--- src/rtl/register_file_32_if.sv ---
// register_file_32_if: write/read bus of the 32x32 register file.
// The register file drives rdata1/rdata2/nz_count; the master drives the rest.
interface register_file_32_if #(
   parameter int unsigned WIDTH  = 32,
   parameter int unsigned ADDR_W = 5
);
   logic              we;
   logic [ADDR_W-1:0] waddr;
   logic [WIDTH-1:0]  wdata;
   logic [ADDR_W-1:0] raddr1;
   logic [ADDR_W-1:0] raddr2;
   logic [WIDTH-1:0]  rdata1;
   logic [WIDTH-1:0]  rdata2;
   logic [ADDR_W:0]   nz_count;

   modport master (
      output we, waddr, wdata, raddr1, raddr2,
      input  rdata1, rdata2, nz_count
   );

   modport slave (
      input  we, waddr, wdata, raddr1, raddr2,
      output rdata1, rdata2, nz_count
   );
endinterface

--- src/rtl/register_file_32.sv ---
// register_file_32: 32-entry x 32-bit register file, one synchronous write
// port, two combinational read ports, entry 0 hardwired to zero, registered
// count of non-zero entries, asynchronous active-high reset R.
// Optional macro REGFILE_BYPASS_EN adds a write-through bypass on both reads.
module register_file_32 #(
   parameter int unsigned WIDTH  = 32,
   parameter int unsigned DEPTH  = 32,
   parameter int unsigned ADDR_W = 5
) (
   input logic               clk,
   input logic               R,
   register_file_32_if.slave bus
);
   localparam int unsigned CNT_W = ADDR_W + 1;

   // Reject inconsistent geometry at elaboration.
   if ((DEPTH != (32'd1 << ADDR_W)) || (DEPTH < 2)) begin : g_bad_cfg
      $fatal(1, "register_file_32: DEPTH must equal 2**ADDR_W and be >= 2");
   end

   logic [WIDTH-1:0] mem_q [DEPTH];
   logic [WIDTH-1:0] mem_d [DEPTH];
   logic [CNT_W-1:0] nz_count_q;
   logic [CNT_W-1:0] nz_count_d;

   logic             wr_hit;
   logic             old_zero;
   logic             new_zero;

   // Next storage state and non-zero count from the write port.
   always_comb begin
      mem_d      = mem_q;
      nz_count_d = nz_count_q;
      wr_hit     = bus.we && (bus.waddr != '0);
      old_zero   = (mem_q[bus.waddr] == '0);
      new_zero   = (bus.wdata == '0);
      if (wr_hit) begin
         mem_d[bus.waddr] = bus.wdata;
         if (old_zero && !new_zero) begin
            nz_count_d = nz_count_q + CNT_W'(1);
         end else if (!old_zero && new_zero) begin
            nz_count_d = nz_count_q - CNT_W'(1);
         end
      end
      mem_d[0] = '0;
   end

   // Storage and count registers; R clears everything without a clock.
   always_ff @(posedge clk or posedge R) begin
      if (R) begin
         mem_q      <= '{default: '0};
         nz_count_q <= '0;
      end else begin
         mem_q      <= mem_d;
         nz_count_q <= nz_count_d;
      end
   end

   // Combinational read ports; address 0 always reads zero.
   always_comb begin
      bus.rdata1 = (bus.raddr1 == '0) ? '0 : mem_q[bus.raddr1];
      bus.rdata2 = (bus.raddr2 == '0) ? '0 : mem_q[bus.raddr2];
`ifdef REGFILE_BYPASS_EN
      if (!R && wr_hit && (bus.raddr1 == bus.waddr)) begin
         bus.rdata1 = bus.wdata;
      end
      if (!R && wr_hit && (bus.raddr2 == bus.waddr)) begin
         bus.rdata2 = bus.wdata;
      end
`else
      // Collisions show the stored value until the write edge.
`endif
      bus.nz_count = nz_count_q;
   end
endmodule

--- src/flat_wrapper.sv ---
// flat-port wrapper written by rule: the top's interface ports become plain ports
module register_file_32_flat 
#(
   parameter int unsigned WIDTH  = 32,
   parameter int unsigned DEPTH  = 32,
   parameter int unsigned ADDR_W = 5
)
  (clk, R, bus_we, bus_waddr, bus_wdata, bus_raddr1, bus_raddr2, bus_rdata1, bus_rdata2, bus_nz_count);
  register_file_32_if #(.WIDTH(WIDTH), .ADDR_W(ADDR_W)) bus_i ();
  input logic clk;
  input logic R;
  input wire logic [$bits(bus_i.we)-1:0] bus_we;
  input wire logic [$bits(bus_i.waddr)-1:0] bus_waddr;
  input wire logic [$bits(bus_i.wdata)-1:0] bus_wdata;
  input wire logic [$bits(bus_i.raddr1)-1:0] bus_raddr1;
  input wire logic [$bits(bus_i.raddr2)-1:0] bus_raddr2;
  output wire logic [$bits(bus_i.rdata1)-1:0] bus_rdata1;
  output wire logic [$bits(bus_i.rdata2)-1:0] bus_rdata2;
  output wire logic [$bits(bus_i.nz_count)-1:0] bus_nz_count;
  assign bus_i.we = bus_we;
  assign bus_i.waddr = bus_waddr;
  assign bus_i.wdata = bus_wdata;
  assign bus_i.raddr1 = bus_raddr1;
  assign bus_i.raddr2 = bus_raddr2;
  assign bus_rdata1 = bus_i.rdata1;
  assign bus_rdata2 = bus_i.rdata2;
  assign bus_nz_count = bus_i.nz_count;
  register_file_32 #(.WIDTH(WIDTH), .DEPTH(DEPTH), .ADDR_W(ADDR_W)) u_core (.clk(clk), .R(R), .bus(bus_i));
endmodule
--- config.mk ---
export PLATFORM = sky130hd
export DESIGN_NAME = register_file_32_flat
export DESIGN_NICKNAME = d
export VERILOG_FILES = /design/src/rtl/register_file_32_if.sv /design/src/rtl/register_file_32.sv /design/src/flat_wrapper.sv
export SDC_FILE = /design/constraint.sdc
export NUM_CORES = 2
export LEC_CHECK = 0
export BUFFER_PORTS_ARGS = -buffer_cell sky130_fd_sc_hd__buf_2
export CORE_UTILIZATION = 35
export DETAILED_ROUTE_END_ITERATION = 16
export HOLD_SLACK_MARGIN = 0.03
export PLACE_DENSITY = 0.56
export SYNTH_ARGS = -nofsm -noshare
export SYNTH_HDL_FRONTEND = slang
export SYNTH_SLANG_ARGS = --single-unit
--- constraint.sdc ---
create_clock -name clk -period 35.5 [get_ports clk]
set_clock_uncertainty 0.05 [all_clocks]
set_input_delay 0 -clock clk [delete_from_list [all_inputs] [get_ports clk]]
set_output_delay 0 -clock clk [all_outputs]
set_load 0.02 [all_outputs]
==> run_summary.xml <==
<?xml version="1.0" encoding="UTF-8"?>
<metrics>
  <group name="pwr">
    <metric name="power.leakage" unit="nW">26.22</metric>
    <metric name="total_power" unit="mW">3.876</metric>
    <metric name="powerDensity" unit="mW/mm^2">60.56</metric>
    <metric name="max-vdd-ir-drop" unit="mV">0.04098</metric>
  </group>
  <group name="synth">
    <metric name="synth.lib_cells_used.distinct" unit="">63</metric>
    <metric name="post_synth_and_or_nand_nor_area_fraction" unit="%">4.300</metric>
    <metric name="post_synth_fa_ha_maj_area_fraction" unit="%">0.1440</metric>
    <metric name="post-synth-top-area-cell" unit="">sky130_fd_sc_hd__dfrtp_1</metric>
    <metric name="synth_top_cells_by_count" unit="">1,124 x sky130_fd_sc_hd__mux2_2, 998 x sky130_fd_sc_hd__dfrtp_1, 585 x sky130_fd_sc_hd__mux4_2</metric>
    <metric name="synth_sequential_area_ratio" unit="%">43.54</metric>
    <metric name="compound_gate_portion_of_the_synthesized_area" unit="%">3.355</metric>
    <metric name="synthesized_area_divided_by_synthesized_cell_count" unit="sq um">14.79</metric>
    <metric name="synthMostInstantiatedCell" unit="">sky130_fd_sc_hd__mux2_2</metric>
    <metric name="synth_top_family_by_area" unit="">multiplexers</metric>
    <metric name="synth-seq-cells" unit="">998</metric>
    <metric name="netlist_top_cells_area" unit="">sky130_fd_sc_hd__dfrtp_1 44%, sky130_fd_sc_hd__mux4_2 23%, sky130_fd_sc_hd__mux2_2 22%</metric>
    <metric name="asyncSetResetFlopFracSynth" unit="%">100.0</metric>
    <metric name="post_synth_inst_count" unit="">3878</metric>
    <metric name="muxShareOfSynthArea" unit="%">45.28</metric>
    <metric name="post_synth_xor_area_fraction" unit="%">0.09163</metric>
    <metric name="post_synthesis_instance_area" unit="sq mm">0.05735</metric>
    <metric name="ys.flop_type" unit="">sky130_fd_sc_hd__dfrtp_1</metric>
    <metric name="synth_edf_count" unit="">0</metric>
    <metric name="synth_largest_type_area_fraction" unit="%">43.54</metric>
    <metric name="synth_warnings" unit="">0</metric>
    <metric name="syn-num-nets" unit="">3934</metric>
  </group>
  <group name="setup_path">
    <metric name="cpPeakStageDelay" unit="ns">1.12</metric>
    <metric name="critPathMaxFanout" unit="">6</metric>
    <metric name="buffers_and_inverters_on_the_worst_path" unit="">1</metric>
    <metric name="critical-path-top-cell-by-count" unit="">sky130_fd_sc_hd__a21oi_1</metric>
    <metric name="cp-end-kind" unit="">flop</metric>
    <metric name="arrival" unit="ns">6.27</metric>
    <metric name="crit_cells" unit="">17</metric>
    <metric name="critPathKind" unit="">reg -&gt; reg</metric>
    <metric name="setup.worst_path.start" unit="">u_core.mem_q[960]$_DFFE_PP0P_</metric>
    <metric name="cpMaxStageDelayCell" unit="">sky130_fd_sc_hd__o41ai_1</metric>
    <metric name="worst_ep_required_time" unit="ns">36.08</metric>
    <metric name="critical_path.reg2reg.endpoint" unit="">u_core.bus.nz_count[5]$_DFFE_PP0P_</metric>
    <metric name="critical-path-top-delay-family" unit="">compound AO/OA/AOI/OAI gates</metric>
    <metric name="reg2reg_depth" unit="">17</metric>
    <metric name="setup_slack_of_the_worst_register_to_register_path" unit="ns">29.81</metric>
    <metric name="sequence_of_cells_on_the_critical_path" unit="">o41ai_1, o32ai_1, a21oi_1, o21ai_0, nor4_1, nand4_1, nor3_1, ha_1, inv_1, ha_1, a21o_1, a21oi_1, o21bai_1, a21oi_1, xnor2_1, nand2_1, xnor2_1</metric>
    <metric name="critical_path.endpoint" unit="">u_core.bus.nz_count[5]$_DFFE_PP0P_</metric>
    <metric name="worst_setup_path_start_kind" unit="">flop</metric>
    <metric name="worst_reg2reg_startpoint" unit="">u_core.mem_q[960]$_DFFE_PP0P_</metric>
  </group>
  <group name="hold_path">
    <metric name="tightest_hold_check_type" unit="">in -&gt; reg</metric>
    <metric name="hold_path_depth" unit="">2</metric>
  </group>
  <group name="cts">
    <metric name="cts_root_buf" unit="">sky130_fd_sc_hd__clkbuf_16</metric>
    <metric name="longest_clk_path_bufs" unit="">3</metric>
    <metric name="cts-resized-gates" unit="">0</metric>
    <metric name="cts-htree-levels" unit="">3</metric>
    <metric name="cts_tree" unit="">built</metric>
    <metric name="path_clk_slew" unit="ns">0.06</metric>
    <metric name="clk-insertion-delay-late" unit="ns">0.76</metric>
    <metric name="numCtsBuffers" unit="">111</metric>
    <metric name="clock_sink_total" unit="">998</metric>
  </group>
  <group name="sta">
    <metric name="totalNegativeSetupSlack" unit="ns">0</metric>
    <metric name="max_slew_margin" unit="%">-4.338</metric>
    <metric name="timing.hold.ws" unit="ns">0.1138</metric>
    <metric name="final_period_minus_worst_setup_slack" unit="ns">5.689</metric>
    <metric name="max_slew.worst_pin.slew" unit="ns">1.549</metric>
    <metric name="grt_setup_unrepaired" unit="">no</metric>
    <metric name="period_share" unit="%">16.02</metric>
    <metric name="setup_violations" unit="">0</metric>
    <metric name="slew_viol_final" unit="">2</metric>
    <metric name="layout_setup_ws" unit="ns">29.81</metric>
    <metric name="number_of_endpoints_with_negative_hold_slack_in_the_final_report" unit="">0</metric>
    <metric name="timing.fmax" unit="MHz">175.8</metric>
  </group>
  <group name="flow_run">
    <metric name="max_cap_viol_count" unit="">1</metric>
  </group>
  <group name="grt">
    <metric name="grt_first_pass_wirelength" unit="microns">327100</metric>
    <metric name="globalRouteOverflowTotal" unit="">0</metric>
    <metric name="antenna_found_initial" unit="">20</metric>
    <metric name="grt_max_degree" unit="">162</metric>
    <metric name="grt_pass1_vias" unit="">39580</metric>
    <metric name="global_route.usage.total" unit="%">28.16</metric>
  </group>
  <group name="route">
    <metric name="drt_drc_violations_left" unit="">0</metric>
    <metric name="routed-wl-met3" unit="microns">25820</metric>
    <metric name="detailedRoute.firstPassIterationCount" unit="">5</metric>
    <metric name="top_signal_layer_used" unit="">met5</metric>
    <metric name="detailed_route_wirelength_on_metal2" unit="microns">105000</metric>
    <metric name="postRouteAntennaNets" unit="">0</metric>
    <metric name="dr_total_vias" unit="">40300</metric>
    <metric name="met1Wirelength" unit="microns">90800</metric>
    <metric name="routedWlPerCell" unit="microns">38.08</metric>
    <metric name="detailedRoute.firstIterationViolations" unit="">4998</metric>
    <metric name="detail_routed_via_count_per_cell" unit="">6.592</metric>
    <metric name="detail_route.wirelength" unit="microns">232800</metric>
  </group>
  <group name="placed_design">
    <metric name="dp_slack" unit="ns">29.40</metric>
    <metric name="detailedPlacementHpwl" unit="microns">155100</metric>
    <metric name="gp_routability_congestion" unit="">0.9434</metric>
    <metric name="post-place-cells" unit="">5877</metric>
    <metric name="placedInstanceArea" unit="sq mm">0.05996</metric>
    <metric name="place.port_buffers" unit="">119</metric>
  </group>
  <group name="cells_and_area">
    <metric name="syn2layout_area_growth" unit="%">11.59</metric>
    <metric name="fin_util" unit="%">39.32</metric>
    <metric name="fin_cells" unit="">6113</metric>
    <metric name="fin_area" unit="sq mm">0.06400</metric>
    <metric name="share_of_post_route_cells_with_drive_strength_above_1" unit="%">54.67</metric>
    <metric name="fillCellCount" unit="">15270</metric>
    <metric name="nets_final" unit="">3905</metric>
  </group>
  <group name="outcome">
    <metric name="violated_checks" unit="">capacitance limit, slew limit</metric>
    <metric name="result_of_the_run" unit="">complete, but fails checks</metric>
  </group>
  <group name="floorplanning">
    <metric name="design.core.area" unit="sq mm">0.1628</metric>
    <metric name="die_width" unit="microns">406.8</metric>
    <metric name="effective_utilization_at_floorplan" unit="%">35.24</metric>
    <metric name="die-area" unit="sq mm">0.1655</metric>
    <metric name="rows" unit="">148</metric>
    <metric name="pin_count" unit="">120</metric>
    <metric name="chipHeight" unit="microns">406.8</metric>
  </group>
</metrics>
## metal layers
layer | up-vias | track usage (%)
li1 | 15360 | -
met1 | 22190 | 37.25
met2 | 2286 | 42.72
met3 | 449 | 8.963
met4 | 16 | 11.33
met5 | - | 0
## what timing repair did
item / in CTS / in global routing
endpoints found under the hold margin: 1078 / 0
buffers inserted: 0 / 0
hold buffers: 34 / 0
setup endpoints to repair: 0 / 0
## kinds of logic after synthesis
logic type / after synthesis
flops: 998
buf+inv: 405
mux: 1723
xor+xnor: 6
simple gates: 466
compound gates: 274
fa+ha+maj: 6
## state kept, by name (all words and copies together) (netlist names)
register,count
u_core.mem_q,992
u_core.bus.nz_count,6
## worst min-delay path by stage
| stage | from | endpoint | slack (ns) |
|---|---|---|---|
| 4_1_cts | bus_wdata[7] | u_core.mem_q[295]$_DFFE_PP0P_ | 0.04 |
| 6_report | bus_wdata[7] | u_core.mem_q[295]$_DFFE_PP0P_ | 0.11 |
| 3_3_place_gp | R | u_core.mem_q[621]$_DFFE_PP0P_ | 0.23 |
| 2_1_floorplan | bus_wdata[19] | u_core.mem_q[563]$_DFFE_PP0P_ | 0.10 |
| 3_5_place_dp | R | u_core.mem_q[525]$_DFFE_PP0P_ | 0.23 |
| 5_1_grt | bus_wdata[7] | u_core.mem_q[295]$_DFFE_PP0P_ | 0.09 |
## cell usage in the layout, fill, tap and decap left out, types with 34 or more instances in the layout
| cell | Yosys | layout |
|---|---|---|
| sky130_fd_sc_hd__mux2_2 | 1124 | 1124 |
| sky130_fd_sc_hd__dfrtp_1 | 998 | 998 |
| sky130_fd_sc_hd__mux4_2 | 585 | 585 |
| sky130_fd_sc_hd__nor4_1 | 139 | 139 |
| sky130_fd_sc_hd__clkbuf_16 | 0 | 113 |
| sky130_fd_sc_hd__buf_2 | 180 | 109 |
| sky130_fd_sc_hd__buf_4 | 22 | 103 |
| sky130_fd_sc_hd__nor2_1 | 106 | 82 |
| sky130_fd_sc_hd__nor3_1 | 83 | 82 |
| sky130_fd_sc_hd__a21oi_1 | 69 | 69 |
| sky130_fd_sc_hd__a22o_1 | 65 | 65 |
| sky130_fd_sc_hd__nand3_1 | 39 | 39 |
| sky130_fd_sc_hd__a211oi_1 | 38 | 38 |
| sky130_fd_sc_hd__dlygate4sd3_1 | 0 | 34 |
## final cells by class
cell class | count | area (sq um) | area share, %
Multi-Input combinational cell | 2475 | 30720 | 48.00
Sequential cell | 998 | 24970 | 39.02
Clock buffer | 161 | 3238 | 5.059
Tap cell | 2175 | 2721 | 4.252
Timing Repair Buffer | 258 | 1856 | 2.899
Clock inverter | 39 | 460.4 | 0.7194
Inverter | 5 | 26.28 | 0.04105
Antenna cell | 2 | 5.005 | 0.007820
## power by group
group	internal [mW]	switching (mW)	total, mW
combinational	0.524	0.526	1.05
sequential	1.36	0.265	1.63
clock	0.695	0.506	1.20
total	2.58	1.30	3.88
No activity file was read; power rests on OpenSTA's default activity.
